===== src/rtl/alu_exec_unit.sv =====
// Execute-stage ALU for the 8-bit pipelined MIPS datapath: single-cycle ops plus
// an iterative shift-add MUL, with valid/ready handshakes on both sides.
module alu_exec_unit #(
    parameter int DATA_W = 8
) (
    input  logic              clk,
    input  logic              rst_n,
    input  logic              flush,
    input  logic              in_valid,
    output logic              in_ready,
    input  logic [2:0]        alu_ctrl,
    input  logic [DATA_W-1:0] op_a,
    input  logic [DATA_W-1:0] op_b,
    output logic              out_valid,
    input  logic              out_ready,
    output logic [DATA_W-1:0] result,
    output logic              zero,
    output logic              ovf
);
    localparam int CNT_W = $clog2(DATA_W + 1);
    localparam int MSB   = DATA_W - 1;

    typedef enum logic {IDLE, MUL_BUSY} state_t;

    state_t            state, state_next;
    logic [DATA_W-1:0] mcand, mplier, acc;
    logic [CNT_W-1:0]  cnt;
    logic              accept, is_mul, mul_done;
    logic [DATA_W-1:0] alu_res, acc_step, sum, diff;
    logic              alu_ovf;

    assign is_mul   = (alu_ctrl == 3'b101);
    assign in_ready = (state == IDLE) && (!out_valid || out_ready) && !flush;
    assign accept   = in_valid && in_ready;
    assign acc_step = mplier[0] ? acc + mcand : acc;
    assign mul_done = (state == MUL_BUSY) && (cnt == CNT_W'(DATA_W - 1));

    always_comb begin
        alu_res = '0;
        alu_ovf = 1'b0;
        sum     = op_a + op_b;
        diff    = op_a - op_b;
        case (alu_ctrl)
            3'b000: begin
                alu_res = sum;
                alu_ovf = (op_a[MSB] == op_b[MSB]) && (sum[MSB] != op_a[MSB]);
            end
            3'b001: begin
                alu_res = diff;
                alu_ovf = (op_a[MSB] != op_b[MSB]) && (diff[MSB] != op_a[MSB]);
            end
            3'b010:  alu_res = op_a & op_b;
            3'b011:  alu_res = op_a | op_b;
            3'b100:  alu_res = {{(DATA_W-1){1'b0}}, ($signed(op_a) < $signed(op_b))};
            3'b110:  alu_res = op_a << op_b[2:0];
            3'b111:  alu_res = op_a >> op_b[2:0];
            default: alu_res = '0;   // MUL result comes from the accumulator
        endcase
    end

    always_comb begin
        state_next = state;
        if (flush) begin
            state_next = IDLE;
        end else begin
            case (state)
                IDLE:     if (accept && is_mul) state_next = MUL_BUSY;
                MUL_BUSY: if (mul_done) state_next = IDLE;
                default:  state_next = IDLE;
            endcase
        end
    end

    always_ff @(posedge clk or negedge rst_n) begin
        if (!rst_n) state <= IDLE;
        else        state <= state_next;
    end

    always_ff @(posedge clk or negedge rst_n) begin
        if (!rst_n) begin
            mcand     <= '0;
            mplier    <= '0;
            acc       <= '0;
            cnt       <= '0;
            result    <= '0;
            zero      <= 1'b1;
            ovf       <= 1'b0;
            out_valid <= 1'b0;
        end else if (flush) begin
            // Squash: drop any pending result, leave result bits as they were.
            cnt       <= '0;
            out_valid <= 1'b0;
        end else begin
            if (accept && is_mul) begin
                mcand  <= op_a;
                mplier <= op_b;
                acc    <= '0;
                cnt    <= '0;
            end else if (state == MUL_BUSY) begin
                acc    <= acc_step;
                mcand  <= mcand << 1;
                mplier <= mplier >> 1;
                cnt    <= cnt + 1'b1;
            end

            if (accept && !is_mul) begin
                result    <= alu_res;
                zero      <= (alu_res == '0);
                ovf       <= alu_ovf;
                out_valid <= 1'b1;
            end else if (mul_done) begin
                result    <= acc_step;
                zero      <= (acc_step == '0);
                ovf       <= 1'b0;
                out_valid <= 1'b1;
            end else if (out_valid && out_ready) begin
                out_valid <= 1'b0;
            end
        end
    end
endmodule


===== config.mk =====
export PLATFORM = sky130hd
export DESIGN_NAME = alu_exec_unit
export DESIGN_NICKNAME = d
export VERILOG_FILES = /design/src/rtl/alu_exec_unit.sv
export SDC_FILE = /design/constraint.sdc
export NUM_CORES = 1
export LEC_CHECK = 0
export ABC_AREA = 1
export CORE_ASPECT_RATIO = 1.5
export CORE_UTILIZATION = 40
export DETAILED_ROUTE_END_ITERATION = 10
export GPL_TIMING_DRIVEN = 0
export PLACE_DENSITY_LB_ADDON = 0.25
export SLEW_MARGIN = 20
export SYNTH_ARGS = -nofsm -noshare
export SYNTH_HDL_FRONTEND = slang
export SYNTH_SLANG_ARGS = --single-unit

===== constraint.sdc =====
create_clock -name clk -period 2.9 [get_ports clk]
set_input_delay 0.58 -clock clk [delete_from_list [all_inputs] [get_ports clk]]
set_output_delay 0.58 -clock clk [all_outputs]
set_load 0.1 [all_outputs]

# Word-level counts from Yosys, hierarchy flattened
# Index checks and enable logic that the tools add are counted.
[totals]
reg_bits = 40
wordCells = 80
[classes]
n_addsub = 4
magnitude_cmp = 1
n_eq_ne = 12
n_shift = 2
n_mux = 26
bitwise_logic = 4
n_reduce_logical = 22
[op_table]
columns = ["op", "count"]
rows = [
  ["$mux W8", 9],
  ["$pmux W8 S7", 1],
  ["$add A8 B8 Y8", 2],
  ["$logic_not A8 Y1", 2],
  ["$eq A3 B3 Y1 const B", 4],
  ["$mux W4", 3],
  ["$mux W1", 11],
  ["$logic_and A1 B1 Y1", 9],
  ["$and A8 B8 Y8", 1],
  ["$lt A8 B8 Y1", 1],
  ["$or A8 B8 Y8", 1],
  ["$shl A8 B3 Y8", 1],
  ["$shr A8 B3 Y8", 1],
  ["$sub A8 B8 Y8", 1],
  ["$eq A3 B2 Y1 const B", 2],
  ["$add A4 B1 Y4 const B", 1],
  ["$eq A4 B3 Y1 const B", 1],
  ["$pmux W1 S2", 2],
  ["$reduce_and A2 Y1", 2],
  ["$reduce_bool A2 Y1", 2],
  ["$reduce_bool A4 Y1", 1],
  ["$eq A3 B1 Y1 const B", 1],
  ["$logic_not A1 Y1", 3],
  ["$logic_not A3 Y1", 1],
  ["5 further kinds", 8],
]

# Longest topological paths before layout
[depth]
ltp_word = 9
depth_mapped = 18
ltp_nobuf = 18

# Worst setup path before layout
# Ideal clock, no wire load.
[synth_path]
path_type = "register to output"
startpoint = "reg out_valid"
endpoint = "out in_ready"
arrival_time_ns = 2.272
required_time_ns = 2.320
path_slack_ns = 0.048
path_stages_with_launch = 4
path_buffers = 0
cell_sequence = "dfrtp_1 > nand2_1 > nand2_1 > nor2_1"
[synth_between]
elab_chain_cells = 4
[synth_lines]
columns = ["item", "line_no", "text"]
rows = [
  ["start: declaration", "14", "output logic out_valid,"],
  ["start signal: assignment", "88", "out_valid <= 1'b0;"],
  ["start signal: assignment", "92", "out_valid <= 1'b0;"],
  ["start signal: assignment", "110", "out_valid <= 1'b1;"],
  ["$logic_not A1 Y1", "33", "assign in_ready = (state == IDLE) && (!out_valid || out_ready) && !flush;"],
  ["$logic_or A1 B1 Y1", "33", ""],
  ["$logic_and A1 B1 Y1 (2 in a row)", "33", ""],
  ["end: declaration", "10", "output logic in_ready,"],
]
# Every way passes these cells.

# Worst setup path after layout
[layout_path]
startpoint = "in out_ready"
endpoint = "out in_ready"
[layout_between]
elab_chain_cells = 3
[layout_lines]
columns = ["item", "line_no", "text"]
rows = [
  ["start: declaration", "15", "input logic out_ready,"],
  ["$logic_or A1 B1 Y1", "33", ""],
  ["$logic_and A1 B1 Y1 (2 in a row)", "33", ""],
]
# Every way passes these cells.

==> flow_summary.json <==
{
  "via_count": 4139,
  "maxSlewHeadroom_pct": 34.7,
  "r2r-end": "zero",
  "grt_pass1_wl_mm": 19.8,
  "ys_seq_area_share_pct": 25.9,
  "timing.fmax_mhz": 364,
  "cpMaxStageDelayCell": "dlygate4sd2_1",
  "tritoncts": "built",
  "grt_pass1_vias": 3912,
  "setup_violations": 0,
  "clk_pin_slew_worst_paths_ps": 60,
  "fin_util_pct": 49.2,
  "path_cells": "clkdlybuf4s50_1 -> inv_1 -> nand2_1 -> nand2_1 -> nor2_1 -> dlygate4sd2_1",
  "rows": 43,
  "synthCells": 604,
  "gp_congestion": 1.00,
  "cts_hold_buf": 0,
  "p_total_uw": 3100,
  "synth_nets": 667,
  "wl_per_cell_um": 16.6,
  "synth_top_cell_area_share_pct": 25.3,
  "clock-root-buffer": "clkbuf_16",
  "timing.rr.start": "mcand[0]",
  "setup_tns_ps": 0,
  "synth-edff-count": 0,
  "ys_warn_count": 0,
  "nets": 710,
  "arrival_ps": 2170,
  "final_cells": 760,
  "ios": 36,
  "status": "complete, no violations",
  "layout-drive-gt1-share_pct": 6.79,
  "place.detailed.instances": 751,
  "dr.pass1.iters": 8,
  "synth-seq-cells": 40,
  "max_stage_delay_ps": 860,
  "fin_hold_ws_ps": 154,
  "fillers": 994,
  "avgSynthCellArea_um2": 6.40,
  "antenna_found_initial": 0,
  "power_density_nw_per_um2": 675,
  "start_kind": "primary input",
  "grt-ovfl-total": 0,
  "synth_area_leaders": "dfrtp_1 (25%), nand2_1 (18%), ha_1 (12%), nand3_1 (12%), inv_1 (6.5%)",
  "clkLatencyLatePin_ps": 280,
  "rrSetupSlack_ps": 590,
  "fin_skew_ps": 6.10,
  "ir_worst_vdd_mv": 0.540,
  "end_kind": "output port",
  "cts_sinks": 40,
  "worstRegToRegCells": 12,
  "place.detailed.hpwl_mm": 10.4,
  "crit_fanout": 3,
  "die_h_um": 122,
  "viasPerCell": 5.45,
  "hold_class": "in2async",
  "grt_max_degree": 33,
  "yosysTopAreaCell": "dfrtp_1",
  "wl_mm": 12.7,
  "core_area_um2": 9310,
  "tightest_slew_ps": 976,
  "crit_path_frequent_cell": "nand2_1",
  "synthArstFlopShare_pct": 100,
  "maxCapViolations": 0,
  "most-common-layout-cells": "nand2_1 (181), nand3_1 (87), inv_1 (66), nor2_1 (66), dfrtp_1 (39)",
  "p_leak_uw": 0.00242,
  "clock_path_buffers": 2,
  "die_w_um": 82.3,
  "drc_errors": 0,
  "num_antenna_cells": 0,
  "rsz0062_at_grt": "false",
  "drt_iter0_drc": 272,
  "min_period_ps": 2750,
  "start_util_pct": 41.5,
  "cp_data_required_time_ps": 2320,
  "finalMaxSlewViolations": 0,
  "crit_type": "in2out",
  "ant_nets": 0,
  "cts.htree.levels": 2,
  "die_area_um2": 10100,
  "layout_worst_path_cycle_share_pct": 94.8,
  "ys.flop_type": "dfrtp_1",
  "syn_area_um2": 3860,
  "syn2layout_area_growth_pct": 18.6,
  "finalHoldViolCount": 0,
  "grt_usage_pct": 26.7,
  "cts_buffers": 5,
  "io_buffers": 34,
  "layout_commonest_cell": "nand2_1",
  "yosysUniqueCellTypes": 36
}
worst max-delay path by stage:
stage	start	endpoint	depth (start not counted)
4_1_cts	op_a[5]	zero	17
3_3_place_gp	op_b[1]	ovf	13
3_5_place_dp	op_b[1]	ovf	13
5_1_grt	op_b[0]	zero	15
6_report	out_ready	in_ready	6
2_1_floorplan	out_valid	in_ready	3
critical path, delay by kind of cell:
kind,cells,cell delay [ps]
buffers and inverters,3,1350
AND/OR/NAND/NOR,3,240
sequential cells by signal, indices dropped and copies added, names as in the netlist:
signal	cells
state	1
mplier	8
ovf	1
result	8
mcand	8
acc	8
zero	1
out_valid	1
cnt	4
power breakdown:
part	switching (µW)	total [µW]	leakage, µW	internal [µW]
clock network	213	618	0.0000808	405
registers	138	871	0.000491	733
logic	1060	1610	0.00184	551
timing repair:
action,4_1_cts,5_1_grt
buffers inserted,0,2
resized for setup,10,12
endpoints found under the setup margin,11,5
stage by stage:
step	worst slack (ps)	instance area, µm²
final	152	4580
after global routing	6.83	4580
after CTS	17.7	4550
after detailed placement	-791	4360
after global placement	-813	4350
after floorplan	48.5	3860
synthesized netlist by cell type, drive strengths merged, types with 3 or more instances:
cell type,number
nand2,182
nand3,89
inv,72
nor2,69
dfrtp,39
ha,36
o21ai,26
a21oi,16
a31oi,13
buf,9
clkbuf,7
nand4,7
nor3,5
o211ai,5
or2,5
o22ai,4
fa,3
xor2,3
routing by layer:
layer | vias up | GRT usage (%) | wire length (µm)
li1 | 2066 | - | -
met1 | 1940 | 27.8 | 4710
met2 | 99 | 50.9 | 7000
met3 | 34 | 1.49 | 356
met4 | 0 | 14.9 | 592
met5 | - | 0 | 0
cell families after synthesis:
group | after synthesis | share of synthesized area [%]
DFF | 40 | 25.9
buffers and inverters | 89 | 8.93
AOI/OAI and AO/OA | 73 | 11.4
and+or+nand+nor | 359 | 39.6
adders and majority gates | 39 | 13.2
xor gates and xnor gates | 4 | 0.907
cell type report:
type                       instances  area, µm²  share of cell area [%]
tap                              112        140                    3.06
clock buffer                       6        129                    2.81
clock inverter                     2       35.0                   0.764
inverter                          73        278                    6.06
sequential                        40       1000                    21.9
multi-input combinational        475       2540                    55.4
buffer                            15       83.8                    1.83
timing repair buffer              37        378                    8.24
Power figures use the tool's default switching activity.
